<file path="src/rtl/instr_fetch_if.sv">
// Instruction-memory request/acknowledge bus between the fetch unit (master)
// and instruction memory (slave).
interface instr_fetch_if;
    logic        imem_req;
    logic [31:0] imem_addr;
    logic        imem_ack;
    logic [31:0] imem_data;

    modport master (
        output imem_req,
        output imem_addr,
        input  imem_ack,
        input  imem_data
    );

    modport slave (
        input  imem_req,
        input  imem_addr,
        output imem_ack,
        output imem_data
    );
endinterface

</file>
<file path="src/rtl/instr_fetch.sv">
// Program-counter register and instruction-fetch sequencer: fetches the word at
// PCout, presents it to decode, then advances to the branch unit's PCnext.
module instr_fetch #(
    parameter logic [31:0] RESET_PC = 32'h0000_0000,
    parameter int unsigned TIMEOUT  = 16
) (
    input  logic                 clk,
    input  logic                 rst,
    input  logic [31:0]          PCnext,
    input  logic                 pc_load,
    input  logic                 halt,
    instr_fetch_if.master        imem,
    output logic [31:0]          PCout,
    output logic [31:0]          instr,
    output logic                 instr_valid,
    output logic                 halted,
    output logic                 fault,
    output logic [1:0]           fault_code
);

    localparam int unsigned   TW    = (TIMEOUT > 1) ? $clog2(TIMEOUT) : 1;
    localparam logic [TW-1:0] TLAST = TW'(TIMEOUT - 1);

    typedef enum logic [2:0] {
        START,
        FETCH,
        HOLD,
        HALTED,
        FAULT
    } state_t;

    state_t        state;
    state_t        state_nx;
    logic [TW-1:0] timer;
    logic          timeout_hit;
    logic          misaligned;
    logic          advance;

    // The ack on the last permitted cycle wins over the timeout.
    always_comb begin
        timeout_hit = (TIMEOUT > 0) && !imem.imem_ack && (timer == TLAST);
        misaligned  = (PCnext[1:0] != 2'b00);
        advance     = (state == HOLD) && !halt && pc_load;
    end

    always_ff @(posedge clk or posedge rst) begin
        if (rst) begin
            state <= START;
        end else begin
            state <= state_nx;
        end
    end

    always_comb begin
        state_nx = state;
        case (state)
            START: state_nx = FETCH;
            FETCH: begin
                if (imem.imem_ack) begin
                    state_nx = HOLD;
                end else if (timeout_hit) begin
                    state_nx = FAULT;
                end
            end
            HOLD: begin
                if (halt) begin
                    state_nx = HALTED;
                end else if (pc_load) begin
                    state_nx = misaligned ? FAULT : FETCH;
                end
            end
            default: state_nx = state;
        endcase
    end

    always_ff @(posedge clk or posedge rst) begin
        if (rst) begin
            PCout      <= RESET_PC;
            instr      <= '0;
            fault_code <= '0;
            timer      <= '0;
        end else begin
            timer <= ((state == FETCH) && !imem.imem_ack) ? timer + TW'(1) : '0;
            if ((state == FETCH) && imem.imem_ack) begin
                instr <= imem.imem_data;
            end
            if ((state == FETCH) && timeout_hit) begin
                fault_code <= 2'b01;
            end
            if (advance) begin
                if (misaligned) begin
                    fault_code <= 2'b10;
                end else begin
                    PCout <= PCnext;
                end
            end
        end
    end

    // Status outputs are decoded from the state register only, so they carry
    // no combinational path from the inputs.
    always_comb begin
        imem.imem_req  = (state == FETCH);
        imem.imem_addr = PCout;
        instr_valid    = (state == HOLD);
        halted         = (state == HALTED);
        fault          = (state == FAULT);
    end

endmodule

</file>
<file path="src/flat_wrapper.sv">
// flat-port wrapper written by rule: the top's interface ports become plain ports
module instr_fetch_flat 
#(
    parameter logic [31:0] RESET_PC = 32'h0000_0000,
    parameter int unsigned TIMEOUT  = 16
)
  (clk, rst, PCnext, pc_load, halt, PCout, instr, instr_valid, halted, fault, fault_code, imem_imem_req, imem_imem_addr, imem_imem_ack, imem_imem_data);
  instr_fetch_if imem_i ();
  input  logic clk;
  input  logic rst;
  input  logic [31:0] PCnext;
  input  logic pc_load;
  input  logic halt;
  output logic [31:0] PCout;
  output logic [31:0] instr;
  output logic instr_valid;
  output logic halted;
  output logic fault;
  output logic [1:0] fault_code;
  output wire logic [$bits(imem_i.imem_req)-1:0] imem_imem_req;
  output wire logic [$bits(imem_i.imem_addr)-1:0] imem_imem_addr;
  input wire logic [$bits(imem_i.imem_ack)-1:0] imem_imem_ack;
  input wire logic [$bits(imem_i.imem_data)-1:0] imem_imem_data;
  assign imem_imem_req = imem_i.imem_req;
  assign imem_imem_addr = imem_i.imem_addr;
  assign imem_i.imem_ack = imem_imem_ack;
  assign imem_i.imem_data = imem_imem_data;
  instr_fetch #(.RESET_PC(RESET_PC), .TIMEOUT(TIMEOUT)) u_core (.clk(clk), .rst(rst), .PCnext(PCnext), .pc_load(pc_load), .halt(halt), .imem(imem_i), .PCout(PCout), .instr(instr), .instr_valid(instr_valid), .halted(halted), .fault(fault), .fault_code(fault_code));
endmodule
</file>
<file path="config.mk">
export PLATFORM = sky130hd
export DESIGN_NAME = instr_fetch_flat
export DESIGN_NICKNAME = d
export VERILOG_FILES = /design/src/rtl/instr_fetch_if.sv /design/src/rtl/instr_fetch.sv /design/src/flat_wrapper.sv
export SDC_FILE = /design/constraint.sdc
export NUM_CORES = 1
export LEC_CHECK = 0
export ABC_AREA = 0
export CAP_MARGIN = 20
export CORE_ASPECT_RATIO = 1.5
export CORE_MARGIN = 5
export CORE_UTILIZATION = 39
export DETAILED_ROUTE_END_ITERATION = 10
export PLACE_DENSITY = 0.8
export SETUP_SLACK_MARGIN = 0.3
export SYNTH_ARGS = -nofsm -noshare
export SYNTH_HDL_FRONTEND = slang
export SYNTH_SLANG_ARGS = --single-unit
</file>
<file path="constraint.sdc">
create_clock -name clk -period 2.75 [get_ports clk]
set_input_delay 0.55 -clock clk [delete_from_list [all_inputs] [get_ports clk]]
set_output_delay 0.55 -clock clk [all_outputs]
set_load 0.1 [all_outputs]
</file>
* Yosys cells after proc, flatten, opt, wreduce, memory -nomap -nowiden
Index checks and enable logic that the tools add are counted.
** Word-level totals
- Output and inout port bits :: 102
- Bits in writable memories :: 0
- Bits in latches :: 0
- Word-level logic and storage cells :: 37
- Register bits :: 73
- Memories :: 0
- Input port bits :: 69
- ROM bits :: 0
** Cells by class
- Bitwise logic cells :: 1
- Eq/ne operators :: 7
- Reduce and logical (&&, ||, !) cells :: 13
- Multiplexer cells :: 10
- Shifts and indexed selects :: 0
- Div/mod/pow operators :: 0
- Order comparisons :: 0
- Multiply operators :: 0
- Add/sub/neg operators :: 1
** Operator list (number)
- $mux W3 :: 5
- $pmux W3 S3 :: 1
- $eq A3 B2 Y1 const B :: 2
- $logic_and A1 B1 Y1 :: 6
- $mux W2 :: 3
- $add A4 B1 Y4 const B :: 1
- $eq A4 B4 Y1 const B :: 1
- $mux W4 :: 1
- $eq A3 B1 Y1 const B :: 1
- $eq A3 B3 Y1 const B :: 1
- $logic_not A3 Y1 :: 1
- $ne A3 B1 Y1 const B :: 1
- $ne A3 B3 Y1 const B :: 1
- $reduce_and A3 Y1 :: 1
- $reduce_bool A3 Y1 :: 1
- $logic_not A1 Y1 :: 2
- $reduce_and A2 Y1 :: 1
- $reduce_bool A2 Y1 :: 1
- $not A1 Y1 :: 1

* Longest topological paths before layout
Gate-level depths: netlist of run 1.
- Depth after elaboration :: 6
- Depth in mapped cells :: 6
- Gate-level depth less buffers :: 4

* Worst setup path before layout of run 1
No wires, ideal clock.
- Kind :: reg-to-reg
- From :: register u_core.state[1]
- To :: register u_core.instr[20]
- Slack :: -1289 ps
- Period minus slack after synthesis :: 4039 ps
- Buffers on the path :: 3
- Stages on the path, launching flop included :: 7
- Setup time :: 125 ps
- Arrival time :: 3913 ps
- Path through :: dfrtp_1 -> clkbuf_1 -> nor3b_1 -> and2_1 -> clkbuf_1 -> buf_2 -> mux2_2
** Between the ends
- Longest elaborated chain between the ends :: 2
** Ends and longest elaborated chain
- from (decl) :: RTL line instr_fetch.sv:32 : state_t state;
- from (signal assigned) :: RTL line instr_fetch.sv:50 : state <= state_nx;
- $eq A3 B1 Y1
- named net imem_imem_req :: RTL line flat_wrapper.sv:20 : output wire logic [$bits(imem_i.imem_req)-1:0] imem_imem_req;
- $logic_and A1 B1 Y1 :: RTL line instr_fetch.sv:84 : if ((state == FETCH) && imem.imem_ack) begin
- to (signal assigned) :: RTL line instr_fetch.sv:85 : instr <= imem.imem_data;
- to (decl) :: RTL line instr_fetch.sv:14 : output logic [31:0] instr,
The timed path passes the listed nets, and every way through them passes these cells.
A chain may end at the register's enable or synchronous reset.

* Worst setup path after layout of run 1
- From :: register u_core.state[1]
- To :: register u_core.PCout[29]
** Between the ends
- Longest elaborated chain between the ends :: 4
** Ends and longest elaborated chain
- $eq A3 B2 Y1 :: RTL line instr_fetch.sv:43 : advance = (state == HOLD) && !halt && pc_load;
- $logic_and A1 B1 Y1 (2 in series) :: RTL line instr_fetch.sv:43
- $reduce_and A2 Y1 (no line)
- to (signal assigned) :: RTL line instr_fetch.sv:94 : PCout <= PCnext;
- to (decl) :: RTL line instr_fetch.sv:13 : output logic [31:0] PCout,
No other way between the ends.

==> results of run 1 <==
## layout make-up
cell class,instances,area [µm²]
clock inverters,3,15.0
clock buffers,13,260
well taps,105,131
inverters,5,18.8
fillers,675,3220
repair buffers,172,1470
multi-input cells,97,1060
flip-flops and latches,73,1830
## state kept, by name (all words and copies together), names as in the netlist
register           cells
u_core.instr          32
u_core.fault_code      2
u_core.state           3
u_core.PCout          32
u_core.timer           4
## worst min-delay path by stage
| stage | start | cells past startpoint | to | slack, ns |
|---|---|---|---|---|
| floorplan | u_core.timer[0] | 1 | u_core.timer[0] | 0.43 |
| global placement | u_core.timer[0] | 1 | u_core.timer[0] | 0.46 |
| detailed placement | u_core.timer[0] | 1 | u_core.timer[0] | 0.46 |
| CTS | u_core.timer[0] | 1 | u_core.timer[0] | 0.47 |
| global route | u_core.timer[0] | 1 | u_core.timer[0] | 0.50 |
| finish | u_core.timer[0] | 1 | u_core.timer[0] | 0.48 |
## worst register-to-register path, stage by stage, from the launching register on
cell     delay, ns
dfrtp_1       0.56
or3b_4        0.45
or4_4         0.77
mux2_4        0.41
## cells by family (layout without fill, tap and decap cells)
group / after synthesis / after routing / synth area share, %
xor+xnor: 2 / 2 / 0.546
flops: 73 / 73 / 56.9
buf+inv: 47 / 193 / 10.5
fa+ha+maj: 1 / 1 / 0.390
compound gates: 11 / 11 / 2.54
mux: 62 / 62 / 25.0
simple gates: 21 / 21 / 4.02
## synth_stat cells (3+ instances only)
master    n  area share (%)
dfrtp_1  73              57
inv_1     5            0.59
and2_1    4            0.78
mux2_4   28              13
buf_2     3            0.47
buf_4    32             7.5
mux2_2   33              12
nor2_1    5            0.59
buf_6     5             1.8
## metal layers
layer | GRT usage [%] | part of all wire (%) | vias up
met5 | 0 | 0 | -
met1 | 15.4 | 37 | 1062
met4 | 4.83 | 0.94 | 0
met3 | 5.84 | 8.1 | 8
li1 | - | - | 993
met2 | 27.9 | 54 | 105
## through the flow
step	instance area, µm²	setup WS [ns]	utilization [%]	hold slack (ns)
after floorplan	3230	0.347	-	0.432
after global placement	4510	0.335	56.3	0.462
after detailed placement	4510	0.296	56.3	0.461
after CTS	4790	0.432	59.8	0.475
after global routing	4790	0.377	59.8	0.497
final	4790	0.440	59.8	0.480
==> results.cfg, run 1 <==
[logic_synthesis]
ys.flop_type = dfrtp_1
synth_edf_count = 0
yosysWarnings = 0
syn_inst = 217
synthesis.area_um2 = 3210
syn-mean-instance-area_um2 = 14.8
synth.distinct_cells = 32
seq_area_frac_synth_pct = 56.9
ys_ff_latch = 73
syn_nets = 287
async_flop_share_pct = 100

[timing]
post-route-period-util_pct = 84.0
max_slew.worst_pin.slew_ns = 0.579
min_period_ns = 2.31
rsz0062_at_grt = false
setup-tns-final_ns = 0
drv_slew = 0
max_slew_margin_pct = 61.4
finClkSkew_ns = 0.00250
finalSetupViolations = 0
finalHoldViolCount = 0
max_freq_ghz = 0.433

[clock_network]
clockBufferDepth = 2
cts_made_buffers = 9
cts_setup_buffers = 0
root_buffer = clkbuf_16
ctsHoldBuffers = 0
cts.sinks = 73
post_cts_resized = 0
cts_tree = done
htreeDepth = 3
worstSkewPairLatency_ns = 0.32
clk_pin_slew_ns = 0.05

[setup_path]
path_cells = or3b_4 -> or4_4 -> mux2_4
cp_top_family = simple AND/OR/NAND/NOR gates
crit_slowest_cell = or4_4
critPathLaunch = u_core.state[1]
worstSetupStartpointType = flip-flop
cp_max_fo = 32
cp.arrival_ns = 2.51
r2r_slack_ns = 0.44
crit_path_end = u_core.PCout[29]
r2r_cells = 3
cp.depth = 3
critPathKind = reg -> reg
end_kind = flip-flop
cp.required_ns = 2.95
reg2reg_from = u_core.state[1]
r2r_end = u_core.PCout[29]
cp_num_buf_inv = 0
critPathMaxStageDelay_ns = 0.77

[drt]
via_per_inst = 4.63
vias = 2168
ant_nets = 0
drt_wl_total_mm = 7.78
wl_per_cell_um = 16.6
drc = 0
first_iter_violations = 46
firstDrtPassIters = 4

[cells_and_area]
nNetsFinal = 428
final_cells = 468
diodes = 0
layout-drive-gt1-share_pct = 51.0
final_cell_mix = buf_4, dfrtp_1, clkdlybuf4s50_1, mux2_2, mux2_4
layout_commonest_cell = buf_4
syn_to_final_growth_pct = 49.2

[flow_run]
cap_violations = 0

[floorplan]
start_util_pct = 40.1
num_io_pins = 171
dieHeight_um = 121
dieArea_um2 = 10200
core_um2 = 8010
die_w_um = 84.1
rows = 40

[placed_design]
dp.cells = 452
gp_congestion = 0.826
hpwl_mm = 5.98
io_buffers = 170

[grt]
grt_pass1_wl_mm = 12.0
grt_pass1_vias = 2297
antenna_found_initial = 0
track_usage_pct = 15.1
grt_max_degree = 74
grt_overflow = 0

[outcome]
status = finished, final reports clean

[worst_hold_path]
min_path_type = reg -> reg
Power of run 1 is left out: the tool's default activity adds up to more than one toggle a clock period on the data nets, which glitch-free logic cannot reach.
==> run 2, diff against run 1 <==
--- a/config.mk
+++ b/config.mk
@@ -9,9 +9,9 @@
 export CAP_MARGIN = 20
 export CORE_ASPECT_RATIO = 1.5
 export CORE_MARGIN = 5
-export CORE_UTILIZATION = 39
+export CORE_UTILIZATION = 35
 export DETAILED_ROUTE_END_ITERATION = 10
-export PLACE_DENSITY = 0.8
+export PLACE_DENSITY = 0.76
 export SETUP_SLACK_MARGIN = 0.3
 export SYNTH_ARGS = -nofsm -noshare
 export SYNTH_HDL_FRONTEND = slang
==> constraint.sdc (replaced) <==
create_clock -name clk -period 2.1 [get_ports clk]
set_input_delay 0.42 -clock clk [delete_from_list [all_inputs] [get_ports clk]]
set_output_delay 0.42 -clock clk [all_outputs]
set_load 0.1 [all_outputs]
==> run 2 against run 1 <==
Effect of this change: final cell count grew 4.3%; critical path type unchanged; non-clock buffer count increased by 15; critical endpoint is now u_core.PCout[24]; count of clock-buffer cells in the layout fell by 3; worst hold slack lost 0.0064 ns; clock skew is 0.0027 ns higher; first-iteration DRC count shrank 8.7%; setup slack worse by 0.29 ns; sequential share of layout area is 3.6 points lower; global-route usage down 0.35 points.
==> results.cfg, run 2 (synthesis results as in run 1) <==
[outcome]
status = finished, final reports clean

[grt]
grt_max_degree = 41
grt_overflow = 0
grt_pass1_wl_mm = 12.7
track_usage_pct = 14.8
grt_pass1_vias = 2405
antenna_found_initial = 0

[timing]
final.setup.worst_slack_ns = 0.150
setup-tns-final_ns = 0
post-route-period-util_pct = 92.9
rsz0062_at_grt = true
min_period_ns = 1.95
finalHoldViolCount = 0
max_freq_ghz = 0.513
finClkSkew_ns = 0.00525
finalSetupViolations = 0
max_slew_margin_pct = 66.1
drv_slew = 0
max_slew.worst_pin.slew_ns = 0.509

[setup_path]
critPathKind = reg -> reg
end_kind = flip-flop
critPathMaxStageDelay_ns = 0.50
r2r_cells = 4
r2r_slack_ns = 0.15
crit_slowest_cell = or4_4
r2r_end = u_core.PCout[24]
cp.arrival_ns = 2.16
cp_max_fo = 16
cp.depth = 4
crit_path_end = u_core.PCout[24]
cp.required_ns = 2.31
reg2reg_from = u_core.state[0]
path_cells = or3b_4 -> or4_4 -> buf_16 -> mux2_4
cp_top_family = simple AND/OR/NAND/NOR gates
cp_num_buf_inv = 1
worstSetupStartpointType = flip-flop
critPathLaunch = u_core.state[0]

[drt]
first_iter_violations = 42
wl_per_cell_um = 17.7
via_per_inst = 4.63
vias = 2261
firstDrtPassIters = 4
drc = 0
drt_wl_total_mm = 8.62
ant_nets = 0

[clock_network]
cts_tree = done
clk_pin_slew_ns = 0.06
htreeDepth = 3
clockBufferDepth = 2
cts_made_buffers = 9
root_buffer = clkbuf_16
ctsHoldBuffers = 0
worstSkewPairLatency_ns = 0.33
cts.sinks = 73

[floorplan]
die_w_um = 88.2
rows = 42
core_um2 = 8880
dieHeight_um = 127
start_util_pct = 36.1
num_io_pins = 171
dieArea_um2 = 11200

[cells_and_area]
final_cell_mix = buf_4, dfrtp_1, clkdlybuf4s50_1, mux2_4, clkbuf_16
syn_to_final_growth_pct = 64.9
diodes = 0
layout_commonest_cell = buf_4
reg.largest.list = u_core.PCout x32, u_core.instr x32, u_core.timer x4
post-route-util_pct = 59.6
layout-drive-gt1-share_pct = 54.8
nNetsFinal = 443

[placed_design]
gp_congestion = 0.782
io_buffers = 170
hpwl_mm = 6.29
dp_slack_ns = 0.00641

[flow_run]
cap_violations = 0

[worst_hold_path]
hp-start = u_core.timer[0]
min_path_type = reg -> reg
## run 2: cell types whose count changed in the layout (fill, tap and decap cells not counted), sizes merged
cell | before | now
clkbuf | 13 | 12
clkinvlp | 0 | 2
buf | 104 | 117
bufinv | 0 | 4
inv | 5 | 4
clkinv | 3 | 1
## run 2: worst min path at each step
stage | to | slack [ns] | depth (start not counted)
finish | u_core.timer[0] | 0.47 | 1
global placement | u_core.timer[0] | 0.45 | 1
detailed placement | u_core.timer[0] | 0.46 | 1
floorplan | u_core.timer[0] | 0.43 | 1
CTS | u_core.timer[0] | 0.47 | 1
global route | u_core.timer[0] | 0.49 | 1
## run 2: timing repair
item | in CTS | in global routing
pin swaps | 2 | 1
setup buffers | 1 | 2
cloned | 1 | 2
endpoints found under the setup margin | 35 | 38
resized for setup | 5 | 8
## run 2: final cells by class
| class | instances | area, µm² |
|---|---|---|
| sequential | 73 | 1830 |
| clock inverter | 6 | 138 |
| timing repair buffer | 187 | 1730 |
| fill | 741 | 3590 |
| inverter | 5 | 28.8 |
| clock buffer | 10 | 239 |
| tap | 110 | 138 |
| multi-input combinational | 97 | 1190 |
## run 2: metal layers
layer | vias to the layer above | routed length [µm] | global-route usage, %
li1 | 1026 | - | -
met1 | 1110 | 3040 | 16.6
met2 | 114 | 4550 | 25.3
met3 | 11 | 894 | 5.03
met4 | 0 | 137 | 5.60
met5 | - | 0 | 0
## run 2: stage by stage
| step | area (µm²) | hold WS [ns] | instances |
|---|---|---|---|
| 3_3_place_gp | 4770 | 0.445 | 466 |
| 3_5_place_dp | 4770 | 0.465 | 466 |
| 5_1_grt | 5290 | 0.485 | 488 |
| 2_1_floorplan | 3410 | 0.432 | 217 |
| 6_report | 5290 | 0.474 | 488 |
| 4_1_cts | 5200 | 0.472 | 484 |
Power of run 2 is left out for the same reason.
